File: config.mk
export PLATFORM = sky130hd
export DESIGN_NAME = led_pattern_scheduler_flat
export DESIGN_NICKNAME = d
export VERILOG_FILES = /design/src/rtl/led_pattern_scheduler_if.sv /design/src/rtl/led_pattern_scheduler.sv /design/src/flat_wrapper.sv
export SDC_FILE = /design/constraint.sdc
export NUM_CORES = 1
export LEC_CHECK = 0
export BUFFER_PORTS_ARGS = -buffer_cell sky130_fd_sc_hd__buf_4
export CORE_MARGIN = 2
export CORE_UTILIZATION = 55
export DETAILED_ROUTE_END_ITERATION = 10
export PLACE_DENSITY = 0.85
export SLEW_MARGIN = 20
export SYNTH_ARGS = -nofsm -noshare
export SYNTH_HDL_FRONTEND = slang
export SYNTH_SLANG_ARGS = --single-unit
File: constraint.sdc
create_clock -name clk -period 3.3 [get_ports clk]
set_input_delay 0.33 -clock clk [delete_from_list [all_inputs] [get_ports clk]]
set_output_delay 0.33 -clock clk [all_outputs]
set_load 0.02 [all_outputs]
File: src/rtl/led_pattern_scheduler_if.sv
// Control/status bundle between front-end inputs and the LED
// pattern scheduler: mode/encoder inputs in, pattern index out.
interface led_pattern_scheduler_if;
  logic       en;
  logic [1:0] mode;
  logic [4:0] enc_in;
  logic       enc_valid;
  logic       pause;
  logic [4:0] idx_out;
  logic       idx_strobe;
  logic       busy;

  modport master (
    output en,
    output mode,
    output enc_in,
    output enc_valid,
    output pause,
    input  idx_out,
    input  idx_strobe,
    input  busy
  );

  modport slave (
    input  en,
    input  mode,
    input  enc_in,
    input  enc_valid,
    input  pause,
    output idx_out,
    output idx_strobe,
    output busy
  );
endinterface

File: src/rtl/led_pattern_scheduler.sv
// LED pattern index scheduler: manual, auto-run, bounce and hold modes.
// Optional manual inactivity blanking under LED_SCHED_TIMEOUT_EN.
module led_pattern_scheduler #(
  parameter int TICK_DIV   = 100_000,
  parameter int STEP_TICKS = 250,
  parameter int IDX_MAX    = 14
`ifdef LED_SCHED_TIMEOUT_EN
  , parameter int TIMEOUT_TICKS = 2000
`endif
) (
  input logic                     clk,
  input logic                     rst_n,
  led_pattern_scheduler_if.slave  bus
);

  localparam int PW = (TICK_DIV > 1) ? $clog2(TICK_DIV) : 1;
  localparam int SW = (STEP_TICKS > 1) ? $clog2(STEP_TICKS) : 1;
  localparam logic [PW-1:0] PRE_LAST = PW'(TICK_DIV - 1);
  localparam logic [SW-1:0] STP_LAST = SW'(STEP_TICKS - 1);
  localparam logic [4:0]    IMAX     = 5'(IDX_MAX);
  localparam logic [4:0]    IDX_OFF  = 5'h1F;

  typedef enum logic [2:0] {
    S_OFF,
    S_MANUAL,
    S_RUN,
    S_BOUNCE,
    S_HOLD
  } state_t;

  state_t        r_state;
  state_t        w_nstate;
  logic [PW-1:0] r_pre;
  logic [SW-1:0] r_stc;
  logic [SW-1:0] w_stc_nxt;
  logic [4:0]    r_idx;
  logic [4:0]    w_idx_nxt;
  logic          r_dir_up;
  logic          w_dir_nxt;
  logic          r_strobe;
  logic          r_busy;
  logic          w_tick;
  logic          w_chg;
  logic          w_auto;
  logic          w_nauto;
  logic          w_step;
  logic          w_go_up;
  logic [4:0]    w_enc_clip;

`ifdef LED_SCHED_TIMEOUT_EN
  localparam int TW = (TIMEOUT_TICKS > 1) ? $clog2(TIMEOUT_TICKS) : 1;
  localparam logic [TW-1:0] INA_LAST = TW'(TIMEOUT_TICKS - 1);

  logic [TW-1:0] r_ina;
  logic [TW-1:0] w_ina_nxt;
  logic          r_tout;
  logic          w_tout_nxt;
  logic          w_tout_hit;
`endif

  always_comb begin
    w_nstate = S_OFF;
    if (bus.en) begin
      unique case (bus.mode)
        2'b00:   w_nstate = S_MANUAL;
        2'b01:   w_nstate = S_RUN;
        2'b10:   w_nstate = S_BOUNCE;
        default: w_nstate = S_HOLD;
      endcase
    end
  end

  assign w_chg   = (w_nstate != r_state);
  assign w_auto  = (r_state == S_RUN) || (r_state == S_BOUNCE);
  assign w_nauto = (w_nstate == S_RUN) || (w_nstate == S_BOUNCE);
  assign w_tick  = (r_pre == PRE_LAST);
  assign w_step  = w_auto && !w_chg && !bus.pause
                && w_tick && (r_stc == STP_LAST);

  // Go up from 0, or while flagged up and below the top.
  assign w_go_up = (r_idx == 5'd0) || (r_dir_up && (r_idx < IMAX));

  assign w_enc_clip = (bus.enc_in > IMAX) ? IMAX : bus.enc_in;

  always_comb begin
    w_stc_nxt = r_stc;
    if (w_chg) begin
      w_stc_nxt = '0;
    end else if (w_auto && !bus.pause && w_tick) begin
      w_stc_nxt = (r_stc == STP_LAST) ? '0 : r_stc + 1'b1;
    end
  end

`ifdef LED_SCHED_TIMEOUT_EN
  assign w_tout_hit = (r_state == S_MANUAL) && !w_chg
                   && !bus.enc_valid && w_tick
                   && !r_tout && (r_ina == INA_LAST);

  always_comb begin
    w_ina_nxt  = r_ina;
    w_tout_nxt = r_tout;
    if (w_chg || ((r_state == S_MANUAL) && bus.enc_valid)) begin
      w_ina_nxt  = '0;
      w_tout_nxt = 1'b0;
    end else if (w_tout_hit) begin
      w_ina_nxt  = '0;
      w_tout_nxt = 1'b1;
    end else if ((r_state == S_MANUAL) && w_tick && !r_tout) begin
      w_ina_nxt  = r_ina + 1'b1;
    end
  end
`endif

  always_comb begin
    w_idx_nxt = r_idx;
    w_dir_nxt = r_dir_up;
    if (w_nstate == S_OFF) begin
      w_idx_nxt = IDX_OFF;
      w_dir_nxt = 1'b1;
    end else if (w_chg) begin
      w_dir_nxt = 1'b1;
      if (w_nauto && ((r_state == S_OFF) || (r_idx > IMAX))) begin
        w_idx_nxt = 5'd0;
      end
    end else if (w_step) begin
      if (r_state == S_RUN) begin
        w_idx_nxt = (r_idx >= IMAX) ? 5'd0 : r_idx + 5'd1;
      end else if (w_go_up) begin
        w_idx_nxt = r_idx + 5'd1;
        w_dir_nxt = (r_idx + 5'd1) != IMAX;
      end else begin
        w_idx_nxt = r_idx - 5'd1;
        w_dir_nxt = (r_idx - 5'd1) == 5'd0;
      end
    end else if ((r_state == S_MANUAL) && bus.enc_valid) begin
      w_idx_nxt = w_enc_clip;
`ifdef LED_SCHED_TIMEOUT_EN
    end else if (w_tout_hit) begin
      w_idx_nxt = IDX_OFF;
`endif
    end
  end

  always_ff @(posedge clk or negedge rst_n) begin
    if (!rst_n) begin
      r_state  <= S_OFF;
      r_pre    <= '0;
      r_stc    <= '0;
      r_idx    <= IDX_OFF;
      r_dir_up <= 1'b1;
      r_strobe <= 1'b0;
      r_busy   <= 1'b0;
    end else begin
      r_state  <= w_nstate;
      r_pre    <= w_tick ? '0 : r_pre + 1'b1;
      r_stc    <= w_stc_nxt;
      r_idx    <= w_idx_nxt;
      r_dir_up <= w_dir_nxt;
      r_strobe <= (w_idx_nxt != r_idx);
      r_busy   <= w_nauto && !bus.pause;
    end
  end

`ifdef LED_SCHED_TIMEOUT_EN
  always_ff @(posedge clk or negedge rst_n) begin
    if (!rst_n) begin
      r_ina  <= '0;
      r_tout <= 1'b0;
    end else begin
      r_ina  <= w_ina_nxt;
      r_tout <= w_tout_nxt;
    end
  end
`endif

  assign bus.idx_out    = r_idx;
  assign bus.idx_strobe = r_strobe;
  assign bus.busy       = r_busy;

endmodule

File: src/flat_wrapper.sv
// flat-port wrapper written by rule: the top's interface ports become plain ports
module led_pattern_scheduler_flat 
#(
  parameter int TICK_DIV   = 100_000,
  parameter int STEP_TICKS = 250,
  parameter int IDX_MAX    = 14

)
  (clk, rst_n, bus_en, bus_mode, bus_enc_in, bus_enc_valid, bus_pause, bus_idx_out, bus_idx_strobe, bus_busy);
  led_pattern_scheduler_if bus_i ();
  input logic clk;
  input logic rst_n;
  input wire logic [$bits(bus_i.en)-1:0] bus_en;
  input wire logic [$bits(bus_i.mode)-1:0] bus_mode;
  input wire logic [$bits(bus_i.enc_in)-1:0] bus_enc_in;
  input wire logic [$bits(bus_i.enc_valid)-1:0] bus_enc_valid;
  input wire logic [$bits(bus_i.pause)-1:0] bus_pause;
  output wire logic [$bits(bus_i.idx_out)-1:0] bus_idx_out;
  output wire logic [$bits(bus_i.idx_strobe)-1:0] bus_idx_strobe;
  output wire logic [$bits(bus_i.busy)-1:0] bus_busy;
  assign bus_i.en = bus_en;
  assign bus_i.mode = bus_mode;
  assign bus_i.enc_in = bus_enc_in;
  assign bus_i.enc_valid = bus_enc_valid;
  assign bus_i.pause = bus_pause;
  assign bus_idx_out = bus_i.idx_out;
  assign bus_idx_strobe = bus_i.idx_strobe;
  assign bus_busy = bus_i.busy;
  led_pattern_scheduler #(.TICK_DIV(TICK_DIV), .STEP_TICKS(STEP_TICKS), .IDX_MAX(IDX_MAX)) u_core (.clk(clk), .rst_n(rst_n), .bus(bus_i));
endmodule
Word level (Yosys, flattened, before mapping)
Index checks and enable logic that the tools add are counted.
- flip-flop bits (word level): 36
- input port bits: 12
- word-level logic and storage cells: 72
- order comparisons: 4
- reductions and logical operators: 24
- add/sub/neg operators: 4
- equality and inequality tests: 13
- muxes and demuxes: 20
- operators by type and width (operator ; number):
    $mux 5 ; 9
    $mux 8 ; 3
    $add 17x1->17 const B ; 1
    $eq 17x17->1 const B ; 1
    $mux 17 ; 1
    $eq 3x2->1 const B ; 4
    $gt 5x4->1 const B ; 2
    $logic_and 1x1->1 ; 10
    $logic_not 5->1 ; 2
    $pmux 3 s3 ; 1
    $add 8x1->8 const B ; 1
    $eq 8x8->1 const B ; 1
    $logic_not 3->1 ; 2
    $add 5x1->5 const B ; 1
    $ge 5x4->1 const B ; 1
    $lt 5x4->1 const B ; 1
    $mux 1 ; 5
    $ne 5x4->1 const B ; 1
    $ne 5x5->1 ; 1
    $sub 5x1->5 const B ; 1
    $logic_or 1x1->1 ; 4
    $eq 3x1->1 const B ; 1
    $mux 3 ; 1
    $ne 3x1->1 const B ; 1
    other kinds (8) ; 9

Longest topological paths before layout
Gate-level depths: netlist of run 1.
- word-level depth: 13
- gate-level depth with buffers: 10
- depth with buffers taken out: 9

Worst setup path before layout of run 1
No wires, ideal clock.
- path type: register to register
- start point: reg u_core.r_idx[0], in the netlist u_core.bus.idx_out[0]
- end point: reg u_core.r_strobe, in the netlist u_core.bus.idx_strobe
- stages on the path, launching flop included: 11
- arrival: 2.447 ns
- setup slack: 0.711 ns
- buffers on the path: 1
- required time: 3.159 ns
- setup time: 0.141 ns
- period minus slack after synthesis: 2.589 ns
- cells stage by stage: dfstp_2 clkbuf_1 inv_1 ha_1 o211ai_1 nand2_1 a21oi_1 a2111oi_2 o311a_1 nor4_2 nand4_1
- longest elaborated chain between the ends: 9
- elaborated cells between the ends (all ways): 19
- RTL lines (item ; line ; text):
    start, declared ; led_pattern_scheduler.sv:36 ; logic [4:0] r_idx;
    start signal, assigned ; led_pattern_scheduler.sv:157 ; r_idx <= w_idx_nxt;
    $lt 5x4->1 ; led_pattern_scheduler.sv:81 ; assign w_go_up = (r_idx == 5'd0) || (r_dir_up && (r_idx < IMAX));
    $logic_and 1x1->1 ; led_pattern_scheduler.sv:81 ;
    $logic_or 1x1->1 ; led_pattern_scheduler.sv:81 ;
    $mux 5 ; led_pattern_scheduler.sv:128 ; end else if (w_go_up) begin
    $mux 5 ; led_pattern_scheduler.sv:126 ; if (r_state == S_RUN) begin
    $mux 5 ; led_pattern_scheduler.sv:125 ; end else if (w_step) begin
    $mux 5 ; led_pattern_scheduler.sv:120 ; end else if (w_chg) begin
    $mux 5 ; led_pattern_scheduler.sv:117 ; if (w_nstate == S_OFF) begin
    $ne 5x5->1 (*) ; led_pattern_scheduler.sv:159 ; r_strobe <= (w_idx_nxt != r_idx);
    end signal, assigned ; led_pattern_scheduler.sv:159 ;
    end, declared ; led_pattern_scheduler.sv:40 ; logic r_strobe;
Every way passes the cells marked *; elsewhere a longest branch is shown, timed or not.
A chain may end at the register's enable or synchronous reset.

Worst setup path in the final report of run 1
- start point: reg u_core.r_pre[0]
- end point: reg u_core.r_strobe, in the netlist u_core.bus.idx_strobe
- longest elaborated chain between the ends: 7
- RTL lines (item ; line ; text):
    start, declared ; led_pattern_scheduler.sv:33 ; logic [PW-1:0] r_pre;
    start signal, assigned ; led_pattern_scheduler.sv:155 ; r_pre <= w_tick ? '0 : r_pre + 1'b1;
    $eq 17x17->1 ; led_pattern_scheduler.sv:76 ; assign w_tick = (r_pre == PRE_LAST);
    $logic_and 1x1->1 (2 in a row) ; led_pattern_scheduler.sv:78 ; && w_tick && (r_stc == STP_LAST);
    $mux 5 ; led_pattern_scheduler.sv:125 ;
    $mux 5 ; led_pattern_scheduler.sv:120 ;
    $mux 5 ; led_pattern_scheduler.sv:117 ;
    $ne 5x5->1 ; led_pattern_scheduler.sv:159 ;
No other way between the ends.

==> results.sh, run 1 <==
export IMPL_via_per_inst=6.09
export IMPL_path_cells="ha_1, and4_1, and4_4, and3_1, a21oi_2, o311a_1, nor4_2, nand4_1"
export IMPL_avgSynthCellArea_sq_um=8.91
export IMPL_sw_frac_of_total_pct=30.4
export IMPL_grt_antenna_before_repair=0
export IMPL_max_freq_mhz=374
export IMPL_drt_total_wl_mm=5.19
export IMPL_hold_viol_final=16
export IMPL_die_w_um=71.5
export IMPL_synth_top_area_share_pct=30.0
export IMPL_worst_setup_path_end_kind="flop"
export IMPL_synthCells=281
export IMPL_num_rows=24
export IMPL_switchingPower_mw=0.322
export IMPL_wl_per_cell_um=15.0
export IMPL_synth_xor_area_share_pct=7.35
export IMPL_netlist_top_cells_count="30 x dfrtp_1, 28 x nand2_1, 28 x nor2_1, 16 x o21ai_0, 15 x nand3_1"
export IMPL_syn_cell_area_sq_um=2500
export IMPL_period_share_pct=81.1
export IMPL_coreArea_sq_um=4380
export IMPL_die_y_um=71.5
export IMPL_intPower_mw=0.738
export IMPL_yosys_warnings=0
export IMPL_drv_cap=0
export IMPL_powerDensity_nw_per_um2=388
export IMPL_seqPwrFrac_pct=47.4
export IMPL_diodes=0
export IMPL_synthMuxAreaShare_pct=0
export IMPL_dieArea_sq_um=5110
export IMPL_worst_setup_path_start_kind="flop"
export IMPL_post_cts_resized=0
export IMPL_r2r_slack_ns=0.63
export IMPL_ys_ff_latch=36
export IMPL_nets=315
export IMPL_synth_top_cell_by_area="dfrtp_1"
export IMPL_via_count=2112
export IMPL_ys_types=66
export IMPL_report_power_total_mw=1.06
export IMPL_synth_edf_count=0
export IMPL_arrival_ns=2.81
export IMPL_grt_util_all_layers_pct=22.2
export IMPL_gp_congestion=0.930
export IMPL_initial_core_util_pct=57.1
export IMPL_p_clk_share_pct=30.0
export IMPL_synth_top_family_by_area="simple AND/OR/NAND/NOR gates"
export IMPL_cts_hold_buffers_added=0
export IMPL_critPathLaunch="u_core.r_pre[0]$_DFF_PN0_"
export IMPL_max_slew_worst_pin_slew_ns=0.600
export IMPL_async_flop_share_pct=100
export IMPL_place_hpwl_mm=3.77
export IMPL_rr_endpoint="u_core.bus.idx_strobe$_DFF_PN0_"
export IMPL_slew_viol_final=0
export IMPL_grt_pass1_vias=2065
export IMPL_tns_ns=0
export IMPL_drt_pass1_iterations=4
export IMPL_setup_violations=0
export IMPL_endpoint="u_core.bus.idx_strobe$_DFF_PN0_"
export IMPL_drt_iter0_drc=113
export IMPL_numPortBuffers=18
export IMPL_insertion_delay_ns=0.28
export IMPL_post_cts_buffers=0
export IMPL_crit_required_ns=3.44
export IMPL_synth_compound_area_share_pct=18.8
export IMPL_synth_nets=302
export IMPL_cts_sinks=36
export IMPL_synth_most_common_cell="dfrtp_1"
export IMPL_clockBufferDepth=2
export IMPL_synthFlopType="dfrtp_1"
export IMPL_p_comb_share_pct=22.6
export IMPL_synth_simple_gate_area_share_pct=29.1
export IMPL_grt_max_degree=37
export IMPL_area_growth_pct=9.10
export IMPL_maxSlewHeadroom_pct=60.0
export IMPL_regToRegStartpoint="u_core.r_pre[0]$_DFF_PN0_"
export IMPL_cts_clk_slew_worst_paths_ns=0.07
export IMPL_leakagePower_nw=1.21
export IMPL_fillCellCount=372
export IMPL_rsz0062_at_grt="false"
export IMPL_cp_slowest_cell="dfrtp_1"
export IMPL_fin_worst_skew_ns=0.00401
export IMPL_num_io_pins=19
export IMPL_route_detailed_drc=0
export IMPL_numCtsBuffers=5
export IMPL_synthAdderAreaFrac_pct=4.50
export IMPL_drive_gt1_share_pct=15.6
export IMPL_ff2ff_path_depth=8
export IMPL_ir_drop_uv=200
export IMPL_criticalPathCategory="flop to flop"
export IMPL_hold_ws_ns=-0.0137
export IMPL_synth_area_top_cells="dfrtp_1 30%, dfstp_2 6.3%, xor2_1 4.5%"
export IMPL_cp_max_fo=9
export IMPL_drt_antenna_violating_nets=0
export IMPL_hold_path_class="input port to async pin"
export IMPL_grt_pass1_wl_mm=9.05
export IMPL_grt_overflow=0
export IMPL_h_tree_depth=2
export IMPL_ys_seq_area_share_pct=36.3
export IMPL_cts_tree="built"
export IMPL_max_stage_delay_ns=0.40
export IMPL_min_period_ns=2.67
export IMPL_status="finished with violations"
export IMPL_cts_root_buf="clkbuf_8"
export IMPL_failed_checks="hold timing"
==> worst max-delay path: cells and delay by family, from the launching register on <==
kind                     cells  cell delay (ns)
adder cells (fa/ha/maj)      1             0.23
flip-flops                   1             0.40
AND/OR/NAND/NOR              5             1.40
AO/OA/AOI/OAI                2             0.49
==> worst min path at each step <==
stage / from / end / slack (ns) / depth (start not counted)
detailed placement: rst_n / u_core.r_pre[12]$_DFF_PN0_ / 0.31 / 1
finish: rst_n / u_core.r_pre[12]$_DFF_PN0_ / -0.01 / 1
global placement: rst_n / u_core.r_pre[12]$_DFF_PN0_ / 0.31 / 1
global route: rst_n / u_core.r_pre[4]$_DFF_PN0_ / 0.03 / 1
CTS: rst_n / u_core.r_pre[12]$_DFF_PN0_ / 0.004 / 1
floorplan: rst_n / u_core.bus.busy$_DFF_PN0_ / 0.03 / 0
==> layout by cell type, fill, tap and decap left out, types with 4 or more instances in the layout <==
| cell type | synthesis | final |
|---|---|---|
| nor2_1 | 28 | 28 |
| dfrtp_1 | 30 | 30 |
| nand4_1 | 6 | 6 |
| xor2_1 | 13 | 13 |
| nand2_1 | 28 | 28 |
| nand2b_1 | 4 | 4 |
| buf_4 | 2 | 18 |
| nor3_1 | 7 | 7 |
| nand3_1 | 15 | 15 |
| a21oi_1 | 8 | 8 |
| clkbuf_8 | 0 | 6 |
| ha_1 | 9 | 9 |
| o21ai_0 | 16 | 16 |
| and3_1 | 6 | 6 |
| dfstp_2 | 6 | 6 |
| xnor2_1 | 8 | 8 |
| inv_1 | 10 | 10 |
==> layer usage <==
metal | part of all wire, % | up-vias | GRT usage, % | wire, um
li1 | - | 1049 | - | -
met1 | 45 | 1017 | 27.9 | 2350
met2 | 50 | 37 | 37.7 | 2590
met3 | 3.1 | 9 | 4.08 | 162
met4 | 1.6 | 0 | 9.01 | 82
met5 | 0 | - | 0 | 0
==> per-stage QoR <==
stage / util (%) / cells / hold slack (ns) / setup WS (ns) / area (sq um)
floorplan: - / 281 / 0.0344 / 0.711 / 2500
global placement: 60.2 / 339 / 0.310 / 0.541 / 2640
detailed placement: 60.2 / 339 / 0.314 / 0.475 / 2640
CTS: 62.3 / 347 / 0.00370 / 0.648 / 2730
global route: 62.3 / 347 / 0.0252 / 0.453 / 2730
finish: 62.3 / 347 / -0.0137 / 0.625 / 2730
==> kinds of logic (layout without fill, tap and decap cells) <==
group,count (synthesis),count (layout)
and+or+nand+nor,129,129
AOI/OAI and AO/OA,64,64
adders and majority gates,9,9
xor gates and xnor gates,21,21
DFF,36,36
buffers and inverters,22,36
==> power groups by stage <==
| stage | clock network (mW) | registers (mW) | logic [mW] |
|---|---|---|---|
| after floorplan | 0 | 0.501 | 0.171 |
| after global placement | 0 | 0.508 | 0.234 |
| after detailed placement | 0 | 0.510 | 0.238 |
| after CTS | 0.326 | 0.502 | 0.239 |
| after global routing | 0.348 | 0.507 | 0.265 |
| final | 0.318 | 0.503 | 0.239 |
==> registers in the layout (all words and copies together), names as in the netlist <==
| name | flops |
|---|---|
| u_core.bus.idx_out | 5 |
| u_core.bus.idx_strobe | 1 |
| u_core.r_stc | 8 |
| u_core.r_dir_up | 1 |
| u_core.bus.busy | 1 |
| u_core.r_pre | 17 |
| u_core.r_state | 3 |
==> cell type report <==
type	count	area, sq um	area share (%)
multi-input combinational	223	1500	54.7
timing repair buffer	18	135	4.95
inverter	10	37.5	1.37
tap	52	65.1	2.38
sequential	36	908	33.3
clock buffer	8	90.1	3.30
No activity file was read; power rests on OpenSTA's default activity.
==> inputs of run 2 (changes only) <==
--- a/config.mk
+++ b/config.mk
@@ -5,6 +5,7 @@
 export SDC_FILE = /design/constraint.sdc
 export NUM_CORES = 1
 export LEC_CHECK = 0
+export ABC_AREA = 1
 export BUFFER_PORTS_ARGS = -buffer_cell sky130_fd_sc_hd__buf_4
 export CORE_MARGIN = 2
 export CORE_UTILIZATION = 55
==> constraint.sdc (replaced) <==
create_clock -name clk -period 2.8 [get_ports clk]
set_input_delay 0.28 -clock clk [delete_from_list [all_inputs] [get_ports clk]]
set_output_delay 0.28 -clock clk [all_outputs]
set_load 0.02 [all_outputs]
==> run 2 against run 1 <==
Effect of this change:
- the flow now finishes without violations
- register-to-register slack better by 0.02 ns
- sequential share of layout area down 0.52 points
- via count up 8.5%
- maximum frequency up 24%
- clock skew down 0.0013 ns
- largest power group unchanged
- highest routed layer unchanged
==> results.sh, run 2 <==
export IMPL_ff2ff_path_depth=11
export IMPL_grt_util_all_layers_pct=22.7
export IMPL_period_share_pct=77.0
export IMPL_cts_hold_buffers_added=1
export IMPL_p_clk_share_pct=27.8
export IMPL_coreArea_sq_um=4350
export IMPL_synth_xor_area_share_pct=3.50
export IMPL_async_flop_share_pct=100
export IMPL_min_period_ns=2.16
export IMPL_max_slew_worst_pin_slew_ns=0.619
export IMPL_criticalPathCategory="flop to flop"
export IMPL_critPathLaunch="u_core.bus.idx_out[0]$_DFF_PN1_"
export IMPL_synth_compound_area_share_pct=9.40
export IMPL_grt_overflow=0
export IMPL_p_comb_share_pct=27.3
export IMPL_hold_viol_final=0
export IMPL_place_inst=402
export IMPL_drive_gt1_share_pct=16.4
export IMPL_hold_ws_ns=0.146
export IMPL_synth_top_area_share_pct=30.0
export IMPL_max_freq_mhz=464
export IMPL_hold_path_class="input port to flop"
export IMPL_synth_edf_count=0
export IMPL_gp_congestion=0.966
export IMPL_drt_pass1_iterations=4
export IMPL_drt_antenna_violating_nets=0
export IMPL_grt_pass1_wl_mm=9.39
export IMPL_tns_ns=0
export IMPL_via_count=2291
export IMPL_maxSlewHeadroom_pct=58.4
export IMPL_grt_max_degree=37
export IMPL_synthFlopType="dfrtp_1"
export IMPL_regMostFlops="u_core.r_pre"
export IMPL_max_stage_delay_ns=0.61
export IMPL_seqCellArea_sq_um=908
export IMPL_die_w_um=71.4
export IMPL_synth_most_common_cell="nand2_1"
export IMPL_nets=379
export IMPL_final_common_cell="nand2_1"
export IMPL_insertion_delay_ns=0.29
export IMPL_critPathTopFamily="simple AND/OR/NAND/NOR gates"
export IMPL_drv_cap=0
export IMPL_dieArea_sq_um=5100
export IMPL_worst_path_buf_inv=1
export IMPL_diodes=0
export IMPL_synthMuxAreaShare_pct=0
export IMPL_initial_core_util_pct=57.4
export IMPL_post_cts_resized=0
export IMPL_stdcell_count=411
export IMPL_regToRegStartpoint="u_core.bus.idx_out[0]$_DFF_PN1_"
export IMPL_synth_simple_gate_area_share_pct=37.4
export IMPL_r2r_slack_ns=0.64
export IMPL_num_rows=24
export IMPL_netlist_top_cells_count="70 x nand2_1, 46 x inv_1, 38 x nand3_1, 33 x nor2_1, 30 x dfrtp_1"
export IMPL_endpoint="u_core.bus.idx_strobe$_DFF_PN0_"
export IMPL_rsz0062_at_grt="false"
export IMPL_numPortBuffers=18
export IMPL_post_cts_buffers=0
export IMPL_grt_pass1_vias=2228
export IMPL_area_growth_pct=11.0
export IMPL_leakagePower_nw=1.42
export IMPL_slew_viol_final=0
export IMPL_synth_top_family_by_area="simple AND/OR/NAND/NOR gates"
export IMPL_synth_nets=356
export IMPL_switchingPower_mw=0.467
export IMPL_fillCellCount=360
export IMPL_numCtsBuffers=5
export IMPL_cts_clk_slew_worst_paths_ns=0.07
export IMPL_synthAdderAreaFrac_pct=4.50
export IMPL_powerDensity_nw_per_um2=477
export IMPL_cts_sinks=36
export IMPL_clockBufferDepth=2
export IMPL_fin_worst_skew_ns=0.00269
export IMPL_crit_cells=11
export IMPL_cts_tree="built"
export IMPL_ys_seq_area_share_pct=36.3
export IMPL_grt_antenna_before_repair=0
export IMPL_avgSynthCellArea_sq_um=7.47
export IMPL_synth_area_top_cells="dfrtp_1 30%, nand2_1 11%, nand3_1 7.6%"
export IMPL_arrival_ns=2.33
export IMPL_intPower_mw=0.858
export IMPL_route_detailed_drc=0
export IMPL_final_cell_mix="70 x nand2_1, 46 x inv_1, 38 x nand3_1"
export IMPL_status="finished, final reports clean"
export IMPL_ys_types=42
export IMPL_cp_max_fo=8
export IMPL_ir_drop_uv=248
export IMPL_cp_slowest_cell="dfstp_2"
export IMPL_drt_total_wl_mm=5.32
export IMPL_worst_setup_path_end_kind="flop"
export IMPL_ys_ff_latch=36
export IMPL_drt_iter0_drc=165
export IMPL_h_tree_depth=2
export IMPL_num_io_pins=19
export IMPL_worst_setup_path_start_kind="flop"
export IMPL_path_common_cell="nand3_1"
export IMPL_report_power_total_mw=1.32
export IMPL_syn_cell_area_sq_um=2500
export IMPL_multi_input_area_sq_um=1370
export IMPL_place_hpwl_mm=3.97
export IMPL_crit_required_ns=2.97
export IMPL_setup_violations=0
export IMPL_worst_slack_ns=0.643
export IMPL_via_per_inst=5.57
export IMPL_yosys_warnings=0
export IMPL_dp_slack_ns=0.584
export IMPL_die_y_um=71.4
export IMPL_synthCells=335
export IMPL_synth_top_cell_by_area="dfrtp_1"
export IMPL_seqPwrFrac_pct=44.9
export IMPL_largest_reg_flops=17
export IMPL_wl_per_cell_um=12.9
export IMPL_cts_root_buf="clkbuf_8"
export IMPL_sw_frac_of_total_pct=35.2
export IMPL_path_cells="inv_1, ha_1, nand3_1, nand4_1, or2_2, nand3_1, nand2_1, nand4_1, nand2_1, nor2_1, nand3_1"
export IMPL_rr_endpoint="u_core.bus.idx_strobe$_DFF_PN0_"
-- run 2: changes by cell type after synthesis, sizes merged, moves of 5 or more --
cell / before / now
nand2: 28 / 77
inv: 10 / 51
nand3: 15 / 42
nor2: 28 / 37
nand4: 6 / 13
xor2: 13 / 6
clkbuf: 6 / 0
and3: 6 / 1
nand2b: 5 / 0
-- run 2: per-layer routing --
metal	GRT usage, %	share of wire [%]	up-vias
met5	0	0	-
met4	6.08	0.96	0
met3	5.63	5.8	8
met2	36.8	47	69
met1	30.6	47	1067
li1	-	-	1147
-- run 2: how the worst min path moves through the flow --
stage,start,end,slack (ns),depth (start not counted)
2_1_floorplan,rst_n,u_core.bus.busy$_DFF_PN0_,-0.02,0
6_report,bus_pause,u_core.bus.busy$_DFF_PN0_,0.15,2
5_1_grt,bus_pause,u_core.bus.busy$_DFF_PN0_,0.14,2
4_1_cts,bus_pause,u_core.bus.busy$_DFF_PN0_,0.14,2
3_3_place_gp,rst_n,u_core.r_pre[9]$_DFF_PN0_,0.26,1
3_5_place_dp,rst_n,u_core.r_pre[10]$_DFF_PN0_,0.26,1
-- run 2: power by group through the flow --
| stage | logic, mW | clock network (mW) | registers (mW) |
|---|---|---|---|
| after floorplan | 0.247 | 0 | 0.603 |
| after global placement | 0.352 | 0 | 0.602 |
| after detailed placement | 0.355 | 0 | 0.602 |
| after CTS | 0.358 | 0.378 | 0.593 |
| after global routing | 0.405 | 0.401 | 0.598 |
| final | 0.361 | 0.369 | 0.594 |
-- run 2: metrics by stage --
step / cell area [sq um] / utilization (%)
after floorplan: 2500 / -
after global placement: 2680 / 61.5
after detailed placement: 2680 / 61.5
after CTS: 2780 / 63.7
after global routing: 2780 / 63.7
final: 2780 / 63.7
-- run 2: cell families (layout without fill, tap and decap cells) --
| group | after synthesis | in the layout |
|---|---|---|
| flip-flops | 36 | 36 |
| AO/OA/AOI/OAI | 40 | 40 |
| buffers and inverters | 55 | 79 |
| adder cells (fa/ha/maj) | 9 | 9 |
| AND/OR/NAND/NOR | 185 | 185 |
| XOR/XNOR | 10 | 10 |
-- run 2: final cells by class --
type / count / share of cell area (%)
clock buffer: 5 / 2.48
multi-input combinational: 244 / 49.4
clock inverter: 3 / 0.676
inverter: 52 / 7.17
timing repair buffer: 19 / 5.23
sequential: 36 / 32.7
tap: 52 / 2.34
==> inputs of run 3 (changes only) <==
==> constraint.sdc (replaced) <==
create_clock -name clk -period 2 [get_ports clk]
set_input_delay 0.2 -clock clk [delete_from_list [all_inputs] [get_ports clk]]
set_output_delay 0.2 -clock clk [all_outputs]
set_load 0.02 [all_outputs]
==> run 3 against run 2 <==
Effect of this change:
- the run now ends with setup timing left
- clock power rose by 54%
- core utilization up 7.9 points
- global-route usage rose by 2.9 points
- cell count increased by 6.8%
- clock skew up 0.0059 ns
- setup slack got worse by 0.83 ns
- critical path type unchanged
- largest cell class unchanged
- largest power group unchanged
- highest routed layer unchanged
==> results.sh, run 3 (same netlist as run 2, synthesis figures left out) <==
export IMPL_rsz0062_at_grt="true"
export IMPL_via_per_inst=6.03
export IMPL_final_cell_mix="62 x nand2_1, 45 x buf_4, 42 x inv_1"
export IMPL_worst_setup_path_start_kind="flop"
export IMPL_numCtsBuffers=5
export IMPL_path_cells="buf_12, nand3_2, xor2_2, nand2_1, nand3_1, nand3_2, nand2_2, nand2_2, nand2_2, nand2_1, nor2_1, nand3_1"
export IMPL_leakagePower_nw=1.57
export IMPL_tns_ns=-0.233
export IMPL_die_w_um=71.4
export IMPL_drv_cap=0
export IMPL_clockBufferDepth=2
export IMPL_failed_checks="setup timing"
export IMPL_grt_antenna_before_repair=0
export IMPL_max_stage_delay_ns=0.64
export IMPL_num_rows=24
export IMPL_maxSlewHeadroom_pct=68.7
export IMPL_min_period_ns=2.18
export IMPL_drt_pass1_iterations=9
export IMPL_grt_overflow=0
export IMPL_cts_root_buf="clkbuf_8"
export IMPL_grt_max_degree=37
export IMPL_wl_per_cell_um=16.1
export IMPL_worst_slack_ns=-0.183
export IMPL_period_share_pct=109
export IMPL_dieArea_sq_um=5100
export IMPL_crit_required_ns=2.16
export IMPL_regMostFlops="u_core.r_pre"
export IMPL_via_count=2645
export IMPL_cts_clk_slew_worst_paths_ns=0.07
export IMPL_path_common_cell="nand2_2"
export IMPL_criticalPathCategory="flop to flop"
export IMPL_drt_iter0_drc=279
export IMPL_grt_util_all_layers_pct=25.6
export IMPL_place_hpwl_mm=4.31
export IMPL_insertion_delay_ns=0.30
export IMPL_hold_viol_final=0
export IMPL_setup_violations=2
export IMPL_hold_path_class="input port to flop"
export IMPL_largest_reg_flops=17
export IMPL_final_common_cell="nand2_1"
export IMPL_cts_sinks=36
export IMPL_drive_gt1_share_pct=30.5
export IMPL_place_inst=415
export IMPL_num_io_pins=19
export IMPL_ir_drop_uv=445
export IMPL_slew_viol_final=0
export IMPL_hold_ws_ns=0.0626
export IMPL_drt_antenna_violating_nets=0
export IMPL_max_slew_worst_pin_slew_ns=0.469
export IMPL_cts_tree="built"
export IMPL_gp_congestion=1.00
export IMPL_fin_worst_skew_ns=0.00860
export IMPL_grt_pass1_vias=2279
export IMPL_cp_slowest_cell="dfstp_2"
export IMPL_area_growth_pct=24.8
export IMPL_stdcell_count=439
export IMPL_utilization_pct=71.7
export IMPL_h_tree_depth=2
export IMPL_drt_total_wl_mm=7.07
export IMPL_max_freq_mhz=458
export IMPL_grt_pass1_wl_mm=10.3
export IMPL_cp_max_fo=8
export IMPL_die_y_um=71.4
export IMPL_route_detailed_drc=0
export IMPL_coreArea_sq_um=4350
export IMPL_numPortBuffers=18
export IMPL_initial_core_util_pct=57.4
export IMPL_nets=407
export IMPL_status="finished with violations"
export IMPL_diodes=0
export IMPL_powerDensity_nw_per_um2=684
export IMPL_worst_setup_path_end_kind="flop"
export IMPL_arrival_ns=2.35
-- run 3: cell types whose count changed in the layout (fill, tap and decap cells not counted), sizes merged --
cell / previous run / this run
buf: 18 / 46
clkinvlp: 0 / 1
clkbuf: 5 / 7
clkinv: 4 / 1
-- run 3: final cells by class --
cell class / count / area (sq um)
sequential: 36 / 908
clock inverter: 1 / 7.51
clock buffer: 7 / 86.3
timing repair buffer: 47 / 368
fill: 322 / 1230
multi-input combinational: 244 / 1480
tap: 52 / 65.1
inverter: 52 / 201
-- run 3: repair_timing --
action	4_1_cts	5_1_grt
setup endpoints to repair	1	2
hold endpoints to repair	30	0
resized for setup	3	33
setup buffers	6	9
pin swaps	5	15
hold buffers	1	0
-- run 3: path summary, 6_finish.rpt --
check | depth (start not counted) | from | to | slack, ns
worst min register to register | 2 | u_core.r_pre[4]$_DFF_PN0_ | u_core.r_pre[4]$_DFF_PN0_ | 0.54
worst min-delay path | 2 | bus_pause | u_core.bus.busy$_DFF_PN0_ | 0.06
min in group asynchronous | 2 | rst_n | u_core.r_pre[2]$_DFF_PN0_ | 0.38
worst max-delay path | 12 | u_core.bus.idx_out[2]$_DFF_PN1_ | u_core.bus.idx_strobe$_DFF_PN0_ | -0.18
max in group asynchronous | 2 | rst_n | u_core.bus.idx_out[0]$_DFF_PN1_ | 1.25
worst max register to register | 12 | u_core.bus.idx_out[2]$_DFF_PN1_ | u_core.bus.idx_strobe$_DFF_PN0_ | -0.18
-- run 3: power breakdown --
group          internal [mW]  switching [mW]  leakage [nW]  total (mW)
Clock                  0.280           0.287        0.0445       0.568
Sequential             0.771          0.0450         0.460       0.816
Combinational          0.294           0.457          1.06       0.751
-- run 3: per-stage QoR --
stage	cell area, sq um	worst slack [ns]	power (mW)
after global routing	3120	-0.250	2.21
after detailed placement	2790	-0.0349	1.42
after global placement	2790	-0.00190	1.41
after floorplan	2500	0.0553	1.19
final	3120	-0.183	2.13
after CTS	2940	0.00164	1.98
-- run 3: worst max-delay path: cells and delay by family, from the launching register on --
family	cells	cell delay [ns]
XOR/XNOR	1	0.26
flip-flops	1	0.64
AND/OR/NAND/NOR	10	1.00
buffers and inverters	1	0.15
-- run 3: layer usage --
| metal | GRT usage (%) | wire [um] | vias to the layer above |
|---|---|---|---|
| met5 | 0 | 0 | - |
| met4 | 6.71 | 334 | 0 |
| met3 | 6.05 | 691 | 54 |
| met2 | 41.6 | 3260 | 164 |
| met1 | 34.6 | 2780 | 1221 |
| li1 | - | - | 1206 |
